**src/rtl/fpga_state_writer.sv**
```systemverilog
// Writes firmware version words after reset, then mirrors live FPGA status into the controller BRAM.
// Latency: a status change is presented on the bus 2 cycles after it is seen and commits on grant.
// Backpressure: while bus_gnt is low, request/address/data hold and the sequence stalls.
// Optional build macro STATUS_HEARTBEAT_EN adds a periodic rewrite of the status word.
module fpga_state_writer #(
    parameter logic [7:0] VERSION_MAJOR    = 8'h90,
    parameter logic [7:0] VERSION_MINOR    = 8'h00,
    parameter int         HEARTBEAT_CYCLES = 20480
) (
    input  logic        clk,
    input  logic        rst,
    input  logic        thermo,
    input  logic        mod_segment,
    input  logic        stm_segment,
    input  logic        stm_mode,
    input  logic        refresh,
    input  logic        bus_gnt,
    output logic        bus_req,
    output logic        bus_we,
    output logic [7:0]  bus_addr,
    output logic [15:0] bus_din,
    output logic        init_done
);

    localparam logic [7:0] ADDR_FPGA_STATE        = 8'h01;
    localparam logic [7:0] ADDR_VERSION_NUM_MAJOR = 8'h30;
    localparam logic [7:0] ADDR_VERSION_NUM_MINOR = 8'h31;

    typedef enum logic [1:0] {
        INIT_MAJOR,
        INIT_MINOR,
        WR_STATE,
        IDLE
    } state_t;

    state_t      state;
    logic        thermo_meta;
    logic        thermo_sync;
    logic [15:0] state_word;
    logic [15:0] snap;
    logic [15:0] last;
    logic        refresh_pending;
    logic        commit;
    logic        hb_due;
    logic        trigger;

    // Bring the asynchronous thermal-alarm pin into the clk domain.
    always_ff @(posedge clk or posedge rst) begin
        if (rst) begin
            thermo_meta <= 1'b0;
            thermo_sync <= 1'b0;
        end else begin
            thermo_meta <= thermo;
            thermo_sync <= thermo_meta;
        end
    end

    assign state_word = {12'h000, stm_mode, stm_segment, mod_segment, thermo_sync};
    assign commit     = bus_req & bus_gnt & bus_we;

`ifdef STATUS_HEARTBEAT_EN
    logic [14:0] hb_cnt;

    assign hb_due = (hb_cnt == 15'(HEARTBEAT_CYCLES - 1));

    // Count idle cycles since the last status commit; stop at the due value until the rewrite lands.
    always_ff @(posedge clk or posedge rst) begin
        if (rst) begin
            hb_cnt <= '0;
        end else if (state == WR_STATE && commit) begin
            hb_cnt <= '0;
        end else if (state == IDLE && !hb_due) begin
            hb_cnt <= hb_cnt + 15'd1;
        end
    end
`else
    assign hb_due = 1'b0;
`endif

    // last is only compared in IDLE, which is reached only after the first status write has set it.
    assign trigger = (state_word != last) | refresh_pending | hb_due;

    // Write sequencer: version words, then status word, then wait for a change/refresh/heartbeat.
    always_ff @(posedge clk or posedge rst) begin
        if (rst) begin
            state           <= INIT_MAJOR;
            bus_req         <= 1'b0;
            bus_we          <= 1'b0;
            bus_addr        <= 8'h00;
            bus_din         <= 16'h0000;
            init_done       <= 1'b0;
            snap            <= 16'h0000;
            last            <= 16'h0000;
            refresh_pending <= 1'b0;
        end else begin
            // A refresh is remembered in every state; only a snapshot taken from IDLE consumes it.
            refresh_pending <= refresh_pending | refresh;
            case (state)
                INIT_MAJOR: begin
                    if (!bus_req) begin
                        bus_req  <= 1'b1;
                        bus_we   <= 1'b1;
                        bus_addr <= ADDR_VERSION_NUM_MAJOR;
                        bus_din  <= {8'h00, VERSION_MAJOR};
                    end else if (commit) begin
                        state    <= INIT_MINOR;
                        bus_addr <= ADDR_VERSION_NUM_MINOR;
                        bus_din  <= {8'h00, VERSION_MINOR};
                    end
                end
                INIT_MINOR: begin
                    // Request stays high straight into the first, unconditional status write.
                    // A refresh seen during init is deliberately kept so it yields one extra write.
                    if (commit) begin
                        init_done <= 1'b1;
                        state     <= WR_STATE;
                        snap      <= state_word;
                        bus_addr  <= ADDR_FPGA_STATE;
                        bus_din   <= state_word;
                    end
                end
                WR_STATE: begin
                    if (!bus_req) begin
                        // Entered from IDLE: take the snapshot once; it is not retaken while stalled.
                        snap            <= state_word;
                        bus_din         <= state_word;
                        bus_addr        <= ADDR_FPGA_STATE;
                        bus_req         <= 1'b1;
                        bus_we          <= 1'b1;
                        refresh_pending <= refresh;
                    end else if (commit) begin
                        last    <= snap;
                        bus_req <= 1'b0;
                        bus_we  <= 1'b0;
                        state   <= IDLE;
                    end
                end
                IDLE: begin
                    if (trigger) begin
                        state <= WR_STATE;
                    end
                end
                default: begin
                    state <= IDLE;
                end
            endcase
        end
    end

endmodule

```
**config.mk**
```make
export PLATFORM = sky130hd
export DESIGN_NAME = fpga_state_writer
export DESIGN_NICKNAME = d
export VERILOG_FILES = /design/src/rtl/fpga_state_writer.sv
export SDC_FILE = /design/constraint.sdc
export NUM_CORES = 1
export LEC_CHECK = 0
export ABC_AREA = 1
export CAP_MARGIN = 20
export CORE_MARGIN = 4
export CORE_UTILIZATION = 32
export CTS_CLUSTER_SIZE = 14
export DETAILED_ROUTE_END_ITERATION = 6
export GPL_ROUTABILITY_DRIVEN = 0
export GPL_TIMING_DRIVEN = 0
export SYNTH_ARGS = -nofsm -noshare
export SYNTH_HDL_FRONTEND = slang
export SYNTH_SLANG_ARGS = --single-unit
```
**constraint.sdc**
```tcl
create_clock -name clk -period 3.25 [get_ports clk]
set_input_delay 0.65 -clock clk [delete_from_list [all_inputs] [get_ports clk]]
set_output_delay 0.65 -clock clk [all_outputs]
set_load 0.05 [all_outputs]
```
==> results.md, run 1 <==
* Dpl cell area at 1516 um^2
* # setup viols final at 0
* Leak at 0.7915 nW
* Pwr/cell area at 973.0 nW/um^2
* Post CTS Setup Buffer Count at 0
* CP startpoint: bus_req$_DFFE_PP0P_
* Worst-Margin Slew at 0.8565 ns
* Final WL at 2084 um
* CP max-delay cell: clkdlybuf4s50_1
* Worst Skew at 0.002523 ns
* Top-level port count at 35
* Worst hold path class: flip-flop to flip-flop
* Max Clock Freq at 0.4492 GHz
* Initial antenna violation count at 0
* Syn-to-layout area delta at 28.66%
* Met1 Wirelength at 977 um
* Status: finished clean
* Syn_area_per_cell at 8.990 um^2
* CP Class: flip-flop to output pin
* Met3 wire length at 145 um
* Cts hold-fix bufs at 0
* Seq/Total Area, Yosys at 47.42%
* Vias in the first global route at 847
* Hold path startpoint: thermo_meta$_DFF_PP0_
* CTS Buf Count at 3
* Synth cell types at 24
* Final slew viol count at 0
* CP Buf/Inv Count at 1
* CTS tree: built
* Clock Path Buffers at 2
* TritonCTS Sinks at 23
* Final instance area at 1562 um^2
* Crit-path leading delay family: buffers and inverters
* Routed len/inst at 9.473 um
* Top cells by count, synth: nand2_1 (39), dfrtp_1 (23), buf_4 (17)
* Critical Path Sink Type: output pin
* Top cell type's share of synthesized area at 47.42%
* Critical Path, Cell by Cell: clkdlybuf4s50_1
* Layout cell share with drive strength beyond 1 at 21.51%
* Grt ovf at 0
* Root Driver: clkbuf_8
* Met2 WL at 936 um
* Fin crit share at 68.50%
* Yosys reg bits at 23
* DR top layer: met4
* Sum Neg Setup Slack at 0 ns
* Worst setup SP type: flip-flop
* Cell taking the most area after synthesis: dfrtp_1
* Via count at 915
* Launch point of the worst reg-to-reg path: state[0]$_DFFE_PP0P_
* Synth area leaders: dfrtp_1 (47%), nand2_1 (12%), buf_4 (11%)
* DR DRC count at 0
* Post-synth ARST share at 100.0%
* Max Cap Violations at 0
* Seq. cell area at 575.6 um^2
* Clock Latency Late Sink at 0.25 ns
* TritonRoute pass-1 iters at 4
* Placeable core area at 3661 um^2
* Max VDD drop at 0.3145 mV
* Post-DP HPWL at 1690 um
* Row count at 22
* Initial Utilization at 33.15%
* Die area at 4842 um^2
* EDFF count, synth at 0
* Ant. Diodes at 0
* Final ANT Viol Nets at 0
* NumNets Final at 185
* Max incr delay on CP at 0.85 ns
* RSZ-0062 raised after global routing: no
* Main flop type after synthesis: dfrtp_1
* Starting DRT DRC Count at 19
* Syn Inst Count at 135
* Total Power at 1.519 mW
* Htree depth at 1
* Slew headroom at 42.84%
* Critical Path RT at 2.60 ns
* First-pass GRT wire length at 3663 um
* Multi-input gate area at 499.2 um^2
* Synth warn at 0
* Die height at 69.59 um
* Worst EP arrival at 1.58 ns
* IO Port Bufs at 19
* Most frequent cell after synthesis: nand2_1
* Die X at 69.59 um
* GRT Overall Usage at 9.038%
* Pin count of the biggest net entering global routing at 24
* Crit path max fanout at 7
* Post-CTS sizing at 0
* Mapped Area at 1214 um^2
* Tmin final at 2.226 ns
* Avg Vias per Cell at 4.159
* Final hold viol count at 0
* # fillers at 361
* Clk slew on worst S/H paths at 0.08 ns
[through the flow]
step / hold WS [ns] / util, % / cells / worst slack, ns
after floorplan: 0.3312 / - / 149 / 1.666
final: 0.3570 / 42.65 / 220 / 1.024
after CTS: 0.3552 / 42.65 / 220 / 1.012
after global routing: 0.3701 / 42.65 / 220 / 0.9623
after global placement: 0.3324 / 41.42 / 216 / 1.234
after detailed placement: 0.3372 / 41.42 / 216 / 1.233
[per-layer routing]
layer | up-vias | global-route usage [%]
met4 | 0 | 3.254
met3 | 5 | 2.174
li1 | 468 | -
met5 | - | 0
met1 | 411 | 11.44
met2 | 31 | 14.94
[path summary, 6_finish.rpt]
check                      slack (ns)  cells after the start                      to
setup reg to reg                 1.59                      5     last[3]$_DFFE_PP0P_
hold / removal                   0.36                      0   thermo_sync$_DFF_PP0_
hold reg to reg                  0.36                      0   thermo_sync$_DFF_PP0_
min in group asynchronous        0.87                      2  bus_din[3]$_DFFE_PP0P_
max in group asynchronous        1.85                      2     snap[0]$_DFFE_PP0P_
setup / recovery                 1.02                      1                 bus_req
[cell usage in the layout (no fill, tap or decap), drive strengths merged]
master          n
a21o            1
a21oi           1
buf            18
clkbuf          4
clkdlybuf4s50  19
conb           15
dfrtp          23
ha              4
inv            14
mux2            1
nand2          40
nand3           6
nand4           1
nor2            6
o211ai          1
o21ai          14
o22ai           1
o31ai           1
or2             1
xnor2           1
[where the power goes]
group          switching (mW)  internal (mW)
clock                  0.0819         0.0872
combinational           0.575          0.310
sequential             0.0686          0.397
total                   0.725          0.794
[worst register-to-register path: cells and delay by family, from the launching register on]
family	cells	cell delay, ns
simple gates	2	0.41
fa+ha+maj	1	0.28
buf+inv	1	0.09
mux	1	0.36
flops	1	0.42
[logic make-up (layout without fill, tap and decap cells)]
group	after synthesis	count (layout)	synth area share [%]
muxes	1	1	0.9278
DFF	23	23	47.42
buffers and inverters	32	55	15.77
other	1	15	0.3090
AOI/OAI and AO/OA	19	19	11.44
adders and majority gates	4	4	4.124
and+or+nand+nor	54	54	19.28
xor gates and xnor gates	1	1	0.7218
[final cells by class]
type                    count  area share (%)
plain buffers              18           8.894
inverters                  14           3.365
multi-input cells          94           31.97
flip-flops and latches     23           36.86
repair buffers             19           12.18
clock buffers               4           2.885
well taps                  48           3.846
[sequential cells by signal (all words and copies together) (netlist names)]
name / count
bus_din: 5
last: 4
snap: 4
bus_addr: 2
state: 2
bus_req: 1
bus_we: 1
init_done: 1
refresh_pending: 1
thermo_meta: 1
thermo_sync: 1
Power figures use the tool's default switching activity.
==> inputs of run 2 (changes only) <==
==> constraint.sdc (replaced) <==
create_clock -name clk -period 2.2 [get_ports clk]
set_input_delay 0.44 -clock clk [delete_from_list [all_inputs] [get_ports clk]]
set_output_delay 0.44 -clock clk [all_outputs]
set_load 0.05 [all_outputs]
==> results of run 2 <==
The final DEF is identical to that of run 1. Status: finished clean.
Among the figures that moved: setup slack after placement 1.233 ns -> 0.3934 ns; setup slack after layout 1.024 ns -> 0.1838 ns; register-to-register setup slack 1.59 ns -> 0.54 ns; total power 1.519 mW -> 2.245 mW; worst IR drop on VDD 0.3145 mV -> 0.4646 mV
==> inputs of run 3 (changes only) <==
--- a/config.mk
+++ b/config.mk
@@ -9,6 +9,7 @@
 export CAP_MARGIN = 20
 export CORE_MARGIN = 4
 export CORE_UTILIZATION = 32
+export CTS_BUF_LIST = sky130_fd_sc_hd__clkbuf_8
 export CTS_CLUSTER_SIZE = 14
 export DETAILED_ROUTE_END_ITERATION = 6
 export GPL_ROUTABILITY_DRIVEN = 0
==> constraint.sdc (replaced) <==
create_clock -name clk -period 2 [get_ports clk]
set_input_delay 0.4 -clock clk [delete_from_list [all_inputs] [get_ports clk]]
set_output_delay 0.4 -clock clk [all_outputs]
set_load 0.05 [all_outputs]
==> run 3 against run 2 <==
Clock-buffer cell count decreased by 1. Non-clock buffer count is the same. Clock power rose by 8.0%. Core utilization increased by 0.068 points. Sequential power increased by 9.9%. Flip-flop and latch count unchanged. Worst setup slack worse by 0.11 ns. Combinational power grew 9.9%. Sequential share of layout area fell by 0.059 points. First-iteration DRC count grew 16%. Critical endpoint is now bus_din[7]. Largest cell class unchanged. Highest routed layer unchanged.
==> results.md, run 3 (synthesized netlist as in run 1, its figures left out) <==
* Launch point of the worst reg-to-reg path: state[0]$_DFFE_PP0P_ (unchanged)
* Fin crit share at 96.32%
* Most frequent cells in the layout: nand2_1 (39), dfrtp_1 (23), clkdlybuf4s50_1 (18) (was nand2_1 (39), dfrtp_1 (23), clkdlybuf4s50_1 (19))
* CTS Buf Count at 3 (unchanged)
* Die X at 69.59 um (unchanged)
* Dpl cell area at 1516 um^2 (unchanged)
* CP Class: flip-flop to output pin (unchanged)
* DR DRC count at 0 (unchanged)
* Crit path capture: bus_din[7] (was bus_req)
* Worst-Margin Slew at 0.8566 ns (was 0.8565 ns)
* Most flop-heavy register: bus_din (unchanged)
* IO Port Bufs at 19 (unchanged)
* TritonRoute pass-1 iters at 4 (unchanged)
* Layout cell share with drive strength beyond 1 at 21.51% (unchanged)
* RSZ-0062 raised after global routing: no (unchanged)
* Pwr/cell area at 1575 nW/um^2 (was 1437 nW/um^2)
* Die area at 4842 um^2 (unchanged)
* Reg-to-Reg End: last[3]$_DFFE_PP0P_ (unchanged)
* Die height at 69.59 um (unchanged)
* CP max-delay cell: clkdlybuf4s50_1 (unchanged)
* Clock Path Buffers at 2 (unchanged)
* NumNets Final at 185 (unchanged)
* Max Cap Violations at 0 (unchanged)
* Commonest non-fill, non-tap cell in the layout: nand2_1 (unchanged)
* Grt ovf at 0 (unchanged)
* Top-level port count at 35 (unchanged)
* Worst R2R Path Depth at 5 (unchanged)
* GRT Overall Usage at 9.038% (unchanged)
* CP startpoint: bus_din[4]$_DFFE_PP0P_ (was bus_req$_DFFE_PP0P_)
* Sum Neg Setup Slack at 0 ns (unchanged)
* Final WL at 2085 um (was 2084 um)
* Max incr delay on CP at 0.78 ns (was 0.85 ns)
* Total Power at 2.464 mW (was 2.245 mW)
* Htree depth at 1 (unchanged)
* Worst setup SP type: flip-flop (unchanged)
* CTS tree: built (unchanged)
* Final slew viol count at 0 (unchanged)
* Root Driver: clkbuf_8 (unchanged)
* Clock Latency Late Sink at 0.25 ns (about the same)
* First-pass GRT wire length at 3663 um (unchanged)
* Vias in the first global route at 847 (unchanged)
* Critical Path RT at 1.60 ns (was 1.76 ns)
* Routed len/inst at 9.477 um (was 9.473 um)
* Final instance area at 1564 um^2 (was 1562 um^2)
* TritonCTS Sinks at 23 (unchanged)
* Post-DP HPWL at 1690 um (unchanged)
* Leak at 0.7978 nW (was 0.7915 nW)
* Status: finished clean (unchanged)
* # setup viols final at 0 (unchanged)
* Critical Path, Cell by Cell: buf_4 > clkdlybuf4s50_1 (was clkdlybuf4s50_1)
* Initial antenna violation count at 0 (unchanged)
* Row count at 22 (unchanged)
* Initial Utilization at 33.15% (unchanged)
* Final core utilization at 42.72% (was 42.65%)
* Via count at 914 (was 915)
* Worst hold path class: flip-flop to flip-flop (unchanged)
* Clk slew on worst S/H paths at 0.08 ns (about the same)
* Cts hold-fix bufs at 0 (unchanged)
* Slew headroom at 42.83% (was 42.84%)
* Placeable core area at 3661 um^2 (unchanged)
* Crit path max fanout at 3 (was 7)
* Ant. Diodes at 0 (unchanged)
* Critical Path Sink Type: output pin (unchanged)
* Top Registers: bus_din (5), last (4), snap (4) (unchanged)
* R2R setup slack at 0.34 ns (was 0.54 ns)
* Final hold viol count at 0 (unchanged)
* Pin count of the biggest net entering global routing at 24 (unchanged)
* Tmin final at 1.926 ns
* Syn-to-layout area delta at 28.87% (was 28.66%)
* Avg Vias per Cell at 4.155 (was 4.159)
* Final ANT Viol Nets at 0 (unchanged)
* Max FFs per register at 5 (unchanged)
* Worst EP arrival at 1.53 ns (was 1.58 ns)
* Max VDD drop at 0.5112 mV (was 0.4646 mV)
* Worst Skew at 0.002772 ns (was 0.002523 ns)
* Starting DRT DRC Count at 22 (was 19)
* Max Clock Freq at 0.5191 GHz
run 3: cell count changes in the layout (fill, tap and decap cells not counted), sizes merged:
cell,before,now
clkbuf,4,3
clkdlybuf4s50,19,18
dlymetal6s2s,0,1
inv,14,15
run 3: how the worst min path moves through the flow:
| stage | from | end | cells past startpoint |
|---|---|---|---|
| 2_1_floorplan | thermo_meta$_DFF_PP0_ | thermo_sync$_DFF_PP0_ | 0 |
| 3_3_place_gp | thermo_meta$_DFF_PP0_ | thermo_sync$_DFF_PP0_ | 0 |
| 4_1_cts | thermo_meta$_DFF_PP0_ | thermo_sync$_DFF_PP0_ | 0 |
| 5_1_grt | thermo_meta$_DFF_PP0_ | thermo_sync$_DFF_PP0_ | 0 |
| 3_5_place_dp | thermo_meta$_DFF_PP0_ | thermo_sync$_DFF_PP0_ | 0 |
| 6_report | thermo_meta$_DFF_PP0_ | thermo_sync$_DFF_PP0_ | 0 |
run 3: repair_timing:
action,CTS,global route
endpoints found under the setup margin,0,1
resized for setup,0,1
buffers inserted,0,0
run 3: worst max-delay path: cells and delay by family (launching register included):
| kind | cells | cell delay (ns) |
|---|---|---|
| flops | 1 | 0.38 |
| buf+inv | 2 | 0.89 |
run 3: area by class of cell:
cell class | instances | area [um^2]
Tap cell | 48 | 60.06
Clock inverter | 1 | 3.754
Timing Repair Buffer | 19 | 192.7
Buffer | 18 | 138.9
Inverter | 14 | 52.55
Fill cell | 361 | 2097
Multi-Input combinational cell | 94 | 499.2
Clock buffer | 3 | 41.29
Sequential cell | 23 | 575.6
run 3: layer usage:
layer / GRT usage, % / wire, um
met1: 11.44 / 976
met2: 14.94 / 937
met3: 2.174 / 145
met4: 3.254 / 25
met5: 0 / 0
run 3: per-stage QoR:
step / instances / setup slack (ns) / hold WS [ns]
after CTS: 220 / 0.01105 / 0.3552
after global routing: 220 / 0.01440 / 0.3701
final: 220 / 0.07358 / 0.3570
after global placement: 216 / 0.2338 / 0.3324
after floorplan: 149 / 0.4160 / 0.3312
after detailed placement: 216 / 0.2334 / 0.3372
run 3: power by group:
group	switching (mW)	internal [mW]
clock network	0.133	0.137
logic	0.934	0.503
registers	0.112	0.645
